$ cat config.mk
export PLATFORM = sky130hd
export DESIGN_NAME = branch_pc_unit
export DESIGN_NICKNAME = d
export VERILOG_FILES = /design/src/rtl/mips_pkg.sv /design/src/rtl/branch_cond_eval.sv /design/src/rtl/branch_pc_unit.sv
export SDC_FILE = /design/constraint.sdc
export NUM_CORES = 1
export LEC_CHECK = 0
export ABC_AREA = 1
export CORE_UTILIZATION = 50
export CTS_CLUSTER_DIAMETER = 50
export DETAILED_ROUTE_END_ITERATION = 7
export PLACE_DENSITY = 0.79
export SYNTH_ARGS = -nofsm -noshare
export SYNTH_HDL_FRONTEND = slang
export SYNTH_SLANG_ARGS = --single-unit
$ cat constraint.sdc
create_clock -name clk -period 3.15 [get_ports clk]
set_clock_uncertainty 0.05 [all_clocks]
set_input_delay 0.315 -clock clk [delete_from_list [all_inputs] [get_ports clk]]
set_output_delay 0.315 -clock clk [all_outputs]
set_load 0.01 [all_outputs]
$ cat src/rtl/mips_pkg.sv
`default_nettype none
// ============================================================================
//  Module      : mips_pkg
//  Description : Shared MIPS encodings for the branch/PC unit: opcode, funct
//                and REGIMM rt constants, branch_conditions bit indices,
//                control state encoding and the branch offset helper.
//  Revision    : 1.0 - initial release
// ============================================================================
package mips_pkg;

    // Primary opcodes (instr[31:26])
    localparam logic [5:0] c_OP_SPECIAL = 6'b000000;
    localparam logic [5:0] c_OP_REGIMM  = 6'b000001;
    localparam logic [5:0] c_OP_J       = 6'b000010;
    localparam logic [5:0] c_OP_JAL     = 6'b000011;
    localparam logic [5:0] c_OP_BEQ     = 6'b000100;
    localparam logic [5:0] c_OP_BNE     = 6'b000101;
    localparam logic [5:0] c_OP_BLEZ    = 6'b000110;
    localparam logic [5:0] c_OP_BGTZ    = 6'b000111;

    // SPECIAL funct codes (instr[5:0])
    localparam logic [5:0] c_FUNCT_JR   = 6'b001000;
    localparam logic [5:0] c_FUNCT_JALR = 6'b001001;

    // REGIMM sub-ops carried in the rt field
    localparam logic [4:0] c_RT_BLTZ    = 5'b00000;
    localparam logic [4:0] c_RT_BGEZ    = 5'b00001;
    localparam logic [4:0] c_RT_BLTZAL  = 5'b10000;
    localparam logic [4:0] c_RT_BGEZAL  = 5'b10001;

    // Link register for the implicit-link forms
    localparam logic [4:0] c_LINK_RA    = 5'd31;

    // branch_conditions bit positions produced by the ALU
    localparam int BC_NEG  = 0;  // rs < 0 (signed)
    localparam int BC_ZERO = 1;  // rs == 0
    localparam int BC_POS  = 2;  // rs > 0 (signed)
    localparam int BC_EQ   = 3;  // rs == rt

    // Control state encoding
    typedef enum logic [1:0] {
        RUN   = 2'd0,
        DELAY = 2'd1,
        HALT  = 2'd2
    } state_e;

    // Word offset of a conditional branch: sign-extended imm16 scaled by 4
    function automatic logic [31:0] branch_offset(input logic [15:0] imm);
        return {{14{imm[15]}}, imm, 2'b00};
    endfunction

endpackage
`default_nettype wire

$ cat src/rtl/branch_cond_eval.sv
`default_nettype none
// ============================================================================
//  Module      : branch_cond_eval
//  Description : Purely combinational decode of one instruction: whether it
//                redirects control flow, whether it writes a link register
//                (and which one), and the resolved target address.
//  Revision    : 1.0 - initial release
// ============================================================================
module branch_cond_eval
    import mips_pkg::*;
(
    input  logic [31:0] pc,
    input  logic [5:0]  opcode,
    input  logic [5:0]  funct,
    input  logic [4:0]  rt,
    input  logic [4:0]  rd,
    input  logic [15:0] imm16,
    input  logic [25:0] index26,
    input  logic [31:0] op1,
    input  logic [3:0]  branch_conditions,
    output logic        taken,
    output logic        link,
    output logic [4:0]  link_reg,
    output logic [31:0] target
);

    logic [31:0] w_pc_plus4;
    logic [31:0] w_branch_target;
    logic [31:0] w_jump_target;

    assign w_pc_plus4      = pc + 32'd4;
    assign w_branch_target = w_pc_plus4 + branch_offset(imm16);
    assign w_jump_target   = {w_pc_plus4[31:28], index26, 2'b00};

    // Decode taken/link/target; link on the AL forms does not depend on taken
    always_comb begin
        taken    = 1'b0;
        link     = 1'b0;
        link_reg = c_LINK_RA;
        target   = w_branch_target;
        case (opcode)
            c_OP_BEQ:  taken = branch_conditions[BC_EQ];
            c_OP_BNE:  taken = ~branch_conditions[BC_EQ];
            c_OP_BLEZ: taken = branch_conditions[BC_NEG] | branch_conditions[BC_ZERO];
            c_OP_BGTZ: taken = branch_conditions[BC_POS];
            c_OP_REGIMM: begin
                case (rt)
                    c_RT_BLTZ:   taken = branch_conditions[BC_NEG];
                    c_RT_BLTZAL: begin
                        taken = branch_conditions[BC_NEG];
                        link  = 1'b1;
                    end
                    c_RT_BGEZ:   taken = branch_conditions[BC_ZERO] | branch_conditions[BC_POS];
                    c_RT_BGEZAL: begin
                        taken = branch_conditions[BC_ZERO] | branch_conditions[BC_POS];
                        link  = 1'b1;
                    end
                    default: ;
                endcase
            end
            c_OP_J: begin
                taken  = 1'b1;
                target = w_jump_target;
            end
            c_OP_JAL: begin
                taken  = 1'b1;
                link   = 1'b1;
                target = w_jump_target;
            end
            c_OP_SPECIAL: begin
                if (funct == c_FUNCT_JR) begin
                    taken  = 1'b1;
                    target = op1;
                end else if (funct == c_FUNCT_JALR) begin
                    taken    = 1'b1;
                    link     = 1'b1;
                    link_reg = rd;
                    target   = op1;
                end
            end
            default: ;
        endcase
    end

endmodule
`default_nettype wire

$ cat src/rtl/branch_pc_unit.sv
`default_nettype none
// ============================================================================
//  Module      : branch_pc_unit
//  Description : Owns the architectural PC and the single branch-delay slot.
//                Taken branches/jumps load a target register and execute one
//                delay-slot instruction before the redirect; a jump to
//                HALT_ADDR stops the CPU until reset.
//                Optional macro BRANCH_ALIGN_CHECK_EN: a misaligned resolved
//                target raises sticky addr_err and halts at the delay slot
//                instead of redirecting.
//  Revision    : 1.0 - initial release
// ============================================================================
module branch_pc_unit
    import mips_pkg::*;
#(
    parameter logic [31:0] RESET_VECTOR = 32'hBFC00000,
    parameter logic [31:0] HALT_ADDR    = 32'h00000000
) (
    input  logic        clk,
    input  logic        reset,
    input  logic        stall,
    input  logic        instr_valid,
    input  logic [5:0]  opcode,
    input  logic [5:0]  funct,
    input  logic [4:0]  rt,
    input  logic [4:0]  rd,
    input  logic [15:0] imm16,
    input  logic [25:0] index26,
    input  logic [31:0] op1,
    input  logic [3:0]  branch_conditions,
    output logic [31:0] pc,
    output logic        link_en,
    output logic [4:0]  link_reg,
    output logic [31:0] link_data,
    output logic        taken,
    output logic        active,
    output logic        addr_err
);

    localparam logic [1:0] c_ST_RUN   = RUN;
    localparam logic [1:0] c_ST_DELAY = DELAY;
    localparam logic [1:0] c_ST_HALT  = HALT;

    logic [31:0] r_pc;
    logic [31:0] r_target;
    logic [1:0]  r_state;
    logic        r_active;
    logic        r_addr_err;

    logic        w_accept;
    logic        w_in_run;
    logic        w_cond_taken;
    logic        w_cond_link;
    logic [4:0]  w_cond_link_reg;
    logic [31:0] w_cond_target;
    logic        w_misaligned;

    branch_cond_eval u_eval (
        .pc                (r_pc),
        .opcode            (opcode),
        .funct             (funct),
        .rt                (rt),
        .rd                (rd),
        .imm16             (imm16),
        .index26           (index26),
        .op1               (op1),
        .branch_conditions (branch_conditions),
        .taken             (w_cond_taken),
        .link              (w_cond_link),
        .link_reg          (w_cond_link_reg),
        .target            (w_cond_target)
    );

    assign w_accept     = instr_valid & ~stall & (r_state != c_ST_HALT);
    assign w_in_run     = (r_state == c_ST_RUN);
    assign w_misaligned = (w_cond_target[1:0] != 2'b00);

    // A control-flow instruction sitting in the delay slot is ignored
    assign taken     = w_accept & w_in_run & w_cond_taken;
    assign link_en   = w_accept & w_in_run & w_cond_link;
    assign link_reg  = w_cond_link_reg;
    assign link_data = r_pc + 32'd8;
    assign pc        = r_pc;
    assign active    = r_active;
    assign addr_err  = r_addr_err;

    // PC, delay-slot target and run/halt state advance only on an accept
    always_ff @(posedge clk or posedge reset) begin
        if (reset) begin
            r_pc       <= RESET_VECTOR;
            r_target   <= 32'd0;
            r_state    <= c_ST_RUN;
            r_active   <= 1'b1;
            r_addr_err <= 1'b0;
        end else if (w_accept) begin
            case (r_state)
                c_ST_RUN: begin
                    r_pc <= r_pc + 32'd4;
                    if (w_cond_taken) begin
                        r_target <= w_cond_target;
                        r_state  <= c_ST_DELAY;
`ifdef BRANCH_ALIGN_CHECK_EN
                        if (w_misaligned) begin
                            r_addr_err <= 1'b1;
                        end
`endif
                    end
                end
                c_ST_DELAY: begin
`ifdef BRANCH_ALIGN_CHECK_EN
                    if (r_addr_err) begin
                        // Stop on the delay-slot pc rather than jump to a bad target
                        r_state  <= c_ST_HALT;
                        r_active <= 1'b0;
                    end else
`endif
                    begin
                        r_pc <= r_target;
                        if (r_target == HALT_ADDR) begin
                            r_state  <= c_ST_HALT;
                            r_active <= 1'b0;
                        end else begin
                            r_state <= c_ST_RUN;
                        end
                    end
                end
                default: ;
            endcase
        end
    end

`ifndef BRANCH_ALIGN_CHECK_EN
    // Alignment status is unused when the check is compiled out
    logic w_unused;
    assign w_unused = w_misaligned;
`endif

endmodule
`default_nettype wire

==> results of run 1 <==
[repair_timing]
action,4_1_cts,5_1_grt
setup buffers,2,21
gates resized for setup,11,160
pin swaps,2,43
setup endpoints to repair,20,23
[cells in the mapped netlist, drive strengths merged]
| master | number |
|---|---|
| nand2 | 282 |
| nor2 | 159 |
| inv | 146 |
| o21ai | 81 |
| a21oi | 72 |
| nand3 | 61 |
| dfrtp | 57 |
| xor2 | 42 |
| ha | 35 |
| nor3 | 21 |
| buf | 20 |
| a22o | 19 |
| nand4 | 14 |
| clkbuf | 13 |
| o211ai | 11 |
| dfstp | 10 |
| or2 | 10 |
| xnor2 | 8 |
| nand3b | 6 |
| o21bai | 6 |
| a22oi | 5 |
| nor4 | 5 |
| a21o | 2 |
| clkinv | 2 |
| o21a | 2 |
| or4 | 2 |
| a2bb2oi | 1 |
| a311oi | 1 |
| and2 | 1 |
| and3b | 1 |
| conb | 1 |
| fa | 1 |
| nor3b | 1 |
| o22ai | 1 |
[power groups by stage]
stage                     combinational [W]  clock [W]  sequential, W
after detailed placement            0.00364          0        0.00142
final                               0.00433    0.00103        0.00145
after global placement              0.00359          0        0.00141
after global routing                0.00468    0.00106        0.00148
after CTS                           0.00370    0.00101        0.00140
after floorplan                     0.00197          0        0.00142
[worst min path at each step]
stage	end	slack [ps]	cells after the start
after floorplan	r_state[1]	390	1
after global placement	active	380	2
after detailed placement	active	390	2
after CTS	pc[0]	400	2
after global routing	active	410	2
final	pc[0]	380	2
[flip-flops by register name, summed over array words and instances (netlist names)]
| register | count |
|---|---|
| r_target | 32 |
| active | 1 |
| r_state | 2 |
| pc | 32 |
[kinds of logic after synthesis]
family                   after synthesis  share of synthesized area, %
adder cells (fa/ha/maj)               36                          6.65
buffers and inverters                181                          10.5
AND/OR/NAND/NOR                      563                          35.2
XOR/XNOR                              50                          6.36
flip-flops                            67                          24.5
AO/OA/AOI/OAI                        201                          16.7
other                                  1                        0.0545
[per-layer routing]
layer	share of wire, %	wire (microns)
met2	45	12700
met4	4.5	1290
met3	9.4	2680
met5	0	0
met1	41	11600
[through the flow]
stage / instance area (sq um) / util (%) / instances / hold slack (ps) / total power (W)
2_1_floorplan: 6880 / - / 1099 / 390 / 0.00339
3_3_place_gp: 9440 / 70.7 / 1515 / 381 / 0.00500
3_5_place_dp: 9440 / 70.7 / 1515 / 387 / 0.00506
4_1_cts: 9790 / 73.3 / 1533 / 395 / 0.00612
5_1_grt: 10600 / 79.5 / 1554 / 413 / 0.00722
6_report: 10600 / 79.5 / 1554 / 381 / 0.00682
[final cells by class]
type	instances	area share (%)
flip-flops and latches	67	16.0
repair buffers	296	25.3
clock buffers	10	2.16
clock inverters	6	0.625
inverters	148	5.29
multi-input cells	851	48.5
well taps	176	2.07
[placed cells by master, fill, tap and decap left out, types with 6 or more instances in the layout]
cell	netlist	final
dfrtp_2	0	10
xor2_1	42	34
o211ai_1	11	11
nor3_1	19	14
a22o_1	19	19
inv_1	144	131
ha_1	35	15
dfstp_2	10	10
a21oi_2	0	15
o21ai_0	75	68
nand2_1	274	248
nor3_2	2	6
inv_2	2	14
nand3_2	1	8
buf_4	6	117
xnor2_1	8	8
dfrtp_1	57	47
or2_2	10	10
nor2_2	9	27
ha_4	0	18
o21ai_1	6	11
a21oi_1	72	55
nand3b_1	6	6
nand3_1	60	53
nor2_1	145	116
nand2_2	8	31
xor2_2	0	6
nand4_1	14	14
clkbuf_16	0	9
clkdlybuf4s50_1	0	175
nor2_4	5	16
==> flow_summary.toml, run 1 <==
[global_route]
busiest_layer = "met2"
grt_pass1_wl_microns = 41600
grt_util_met3_pct = 7.28
grt_start_max_net_pins = 42
first_global_vias = 7941
use_met2_pct = 58.1
overflow = 0
antenna_found_initial = 0
met1_usage_pct = 52.4
grt_usage_pct = 37.9

[floorplanning]
num_rows = 42
core_sq_um = 13300
die_h_microns = 119
dieArea_sq_um = 14200
die_w_microns = 119
initial_core_util_pct = 51.6
io_pins = 177

[logic_synthesis]
ys_warn_count = 1
syn_area_sq_um = 6880
netlist_instances = 1099
syn_nets = 1239
synth-seq-area-share_pct = 24.5
syn_area_per_cell_sq_um = 6.26
synth_cell_types = 44
synth.area.top_cells = "dfrtp_1 21%, nand2_1 15%, nor2_1 7.9%"
ys_ff_latch = 67
yosysTopAreaCell = "dfrtp_1"
synth.top_cell.area_share_pct = 20.7

[setup_path]
critPathLaunch = "pc[11]"
endpoint = "r_target[14]"
crit_chain = "nand2_2, nor2_1, buf_4, nand2_1, buf_4, o21ai_1, nand2_1, inv_2, ha_1, nand2_1, buf_4, inv_1, nand2_1, nand2_1, inv_1, nand3_2, o21ai_0, a21oi_1, nor3_1, nor2_1"
timing.rr.start = "pc[11]"
critPathRequiredTime_ps = 3320
r2r_end = "r_target[14]"
crit_arrival_ps = 3350
reg2reg_slack_ps = -30
crit_top_cell = "nand2_1"
worstSetupPathType = "reg -> reg"
path_buf_inv = 6
start_kind = "flip-flop"
max_stage_delay_ps = 450
critPathMaxFanout = 4
cp.depth = 20
reg2regPathDepth = 20
critPathCaptureType = "flip-flop"
critPathTopFamily = "simple AND/OR/NAND/NOR gates"
cpMaxStageDelayCell = "dfrtp_1"

[power_and_ir_drop]
internal_power_w = 0.00374
p_sw_w = 0.00308
clkPwrFrac_pct = 15.2
switching_share_pct = 45.1
p_leak_nw = 4.88
vdd_ir_drop_max_mv = 0.452
power_density_nw_per_um2 = 643
power_frac_seq_pct = 21.3
comb_power_share_pct = 63.5

[clock_network]
cts_buffers = 9
clockBufferDepth = 2
clock-sinks = 67
path_clk_slew_ps = 60
clk_latency_ps = 340
hold_buffers = 0
cts_root_buf = "clkbuf_16"
cts_tree = "yes"
htreeDepth = 3

[drt]
post_drt_wl_per_cell_microns = 18.2
via_per_inst = 5.70
drt_iter0_markers = 1130
vias = 8858
first_pass_iters = 8
drcViolationCount = 0
ant_nets = 0
wl_microns = 28300

[final_layout]
nets = 1513
multi_input_area_sq_um = 5150
n_antenna_cell = 0
areaGrowthSynthToFinish_pct = 54.2
drive_above_1_share_pct = 23.4
num-fill-cells = 946
regArea_sq_um = 1700

[outcome]
status = "finished, violations left"
violations = "setup timing"

[sta]
drv_slew = 0
clock.fmax_mhz = 315
fin_crit_ps = 3180
setup_slack_ps = -28.9
slew_headroom_pct = 49.5
worst_slew_pin_slew_ps = 751
hold_viol_final = 0
setup_viol = 2
period_share_pct = 101
finalSetupTns_ps = -34.9

[worst_hold_path]
min_path_type = "in -> async"

[placed_design]
dp_hpwl_microns = 20900
preCtsSetupSlack_ps = -284
portBuffers = 175
gp_routability_congestion = 0.986

[run]
maxCapViolCount = 0
(Power assumes the default switching activity.)
==> run 2: changes to the inputs <==
--- a/config.mk
+++ b/config.mk
@@ -6,7 +6,9 @@
 export NUM_CORES = 1
 export LEC_CHECK = 0
 export ABC_AREA = 1
-export CORE_UTILIZATION = 50
+export CELL_PAD_IN_SITES_DETAIL_PLACEMENT = 2
+export CELL_PAD_IN_SITES_GLOBAL_PLACEMENT = 2
+export CORE_UTILIZATION = 26
 export CTS_CLUSTER_DIAMETER = 50
 export DETAILED_ROUTE_END_ITERATION = 7
 export PLACE_DENSITY = 0.79
==> flow_summary.toml, run 2 (synthesis results as in run 1) <==
[drt]
first_pass_iters = 5
post_drt_wl_per_cell_microns = 33.3
via_per_inst = 5.92
wl_microns = 61100
ant_nets = 0
drt_iter0_markers = 913
drcViolationCount = 0
vias = 10900

[sta]
drv_slew = 0
setup_slack_ps = -477
period_share_pct = 115
clock.fmax_mhz = 276
setup_viol = 30
hold_viol_final = 0
finalSetupTns_ps = -6750
fin_crit_ps = 3630
hold_slack_ps = 330
rsz0062_at_grt = "true"
slew_headroom_pct = 53.5
worst_slew_pin_slew_ps = 697

[floorplanning]
io_pins = 177
dieArea_sq_um = 27100
die_h_microns = 165
die_w_microns = 165
core_sq_um = 26000
num_rows = 59
initial_core_util_pct = 26.5

[final_layout]
nets = 1632
final_util_pct = 48.5
num-fill-cells = 2937
drive_above_1_share_pct = 40.1
layout_commonest_cell = "buf_4"
instances_no_fill = 1832
layout_common_cells = "230 x buf_4, 200 x nand2_1, 174 x clkdlybuf4s50_1, 113 x inv_1, 97 x nor2_1"
n_antenna_cell = 0
areaGrowthSynthToFinish_pct = 82.9

[setup_path]
start_kind = "flip-flop"
reg2regPathDepth = 19
critPathMaxFanout = 4
critPathCaptureType = "flip-flop"
critPathLaunch = "pc[12]"
worstSetupPathType = "reg -> reg"
critPathRequiredTime_ps = 3350
endpoint = "r_target[27]"
timing.rr.start = "pc[12]"
r2r_end = "r_target[27]"
crit_arrival_ps = 3830
reg2reg_slack_ps = -480

[placed_design]
dp_hpwl_microns = 30800
portBuffers = 175
preCtsSetupSlack_ps = -424
gp_routability_congestion = 0.883
dp_cells = 1749

[global_route]
grt_usage_pct = 36.7
antenna_found_initial = 0
grt_start_max_net_pins = 45
grt_pass1_wl_microns = 72500
first_global_vias = 11200
overflow = 0

[power_and_ir_drop]
p_leak_nw = 5.73
power_density_nw_per_um2 = 743
vdd_ir_drop_max_mv = 0.462

[clock_network]
clockBufferDepth = 2
htreeDepth = 3
clock-sinks = 67
cts_buffers = 9
path_clk_slew_ps = 80
cts_root_buf = "clkbuf_16"
clk_latency_ps = 380
cts_tree = "yes"

[run]
maxCapViolCount = 0

[outcome]
status = "finished, violations left"
violations = "setup timing"

[worst_hold_path]
min_path_type = "in -> async"
run 2: worst min-delay path by stage:
stage	slack [ps]	to	from
finish	330	pc[21]	reset
global route	380	pc[21]	reset
CTS	330	pc[18]	reset
detailed placement	390	active	active
global placement	390	active	active
floorplan	390	r_state[1]	r_state[1]
run 2: metrics by stage:
step	total power (W)	area [sq um]
final	0.00935	12600
after global routing	0.00955	12600
after CTS	0.00748	11400
after detailed placement	0.00568	10200
after global placement	0.00545	10200
after floorplan	0.00339	6880
run 2: final cells by class:
type                       instances  area (sq um)  share of cell area [%]
tap                              335           419                    3.33
multi-input combinational        851          5970                    47.4
inverter                         148           573                    4.55
timing repair buffer             415          3600                    28.6
clock inverter                     6          88.8                   0.705
sequential                        67          1710                    13.6
clock buffer                      10           239                    1.90
run 2: timing repair:
action / 4_1_cts / 5_1_grt
buffers inserted: 26 / 41
resized for setup: 160 / 243
hold buffers: 0 / 0
hold endpoints to repair: 0 / 0
pin swaps: 48 / 93
endpoints found under the setup margin: 26 / 31
run 2: metal layers:
metal,track usage (%),part of all wire (%),vias up
li1,-,-,4339
met1,42.4,36,5458
met2,64.3,49,732
met3,6.05,7.2,325
met4,19.8,7.7,0
met5,0,0,-
run 2: report_power, final:
part	leakage [nW]	internal [W]	switching, W
Clock	0.155	0.000718	0.000538
Combinational	4.78	0.00268	0.00383
Sequential	0.791	0.00116	0.000432
run 2: critical path, stage by stage (launching register included):
cell      delay, ps
dfrtp_1         470
nand2_2         140
buf_4           160
nor2_2          160
buf_4           150
nand2_1         110
nor2_2          120
nand3_2         100
xor2_2          290
inv_2           120
ha_1            410
nand2_2         140
nor2_4          130
buf_4           120
nand2_1         100
nand3b_1        290
nand2_1         150
nand2_1          70
nand3_1         120
a21oi_1         100
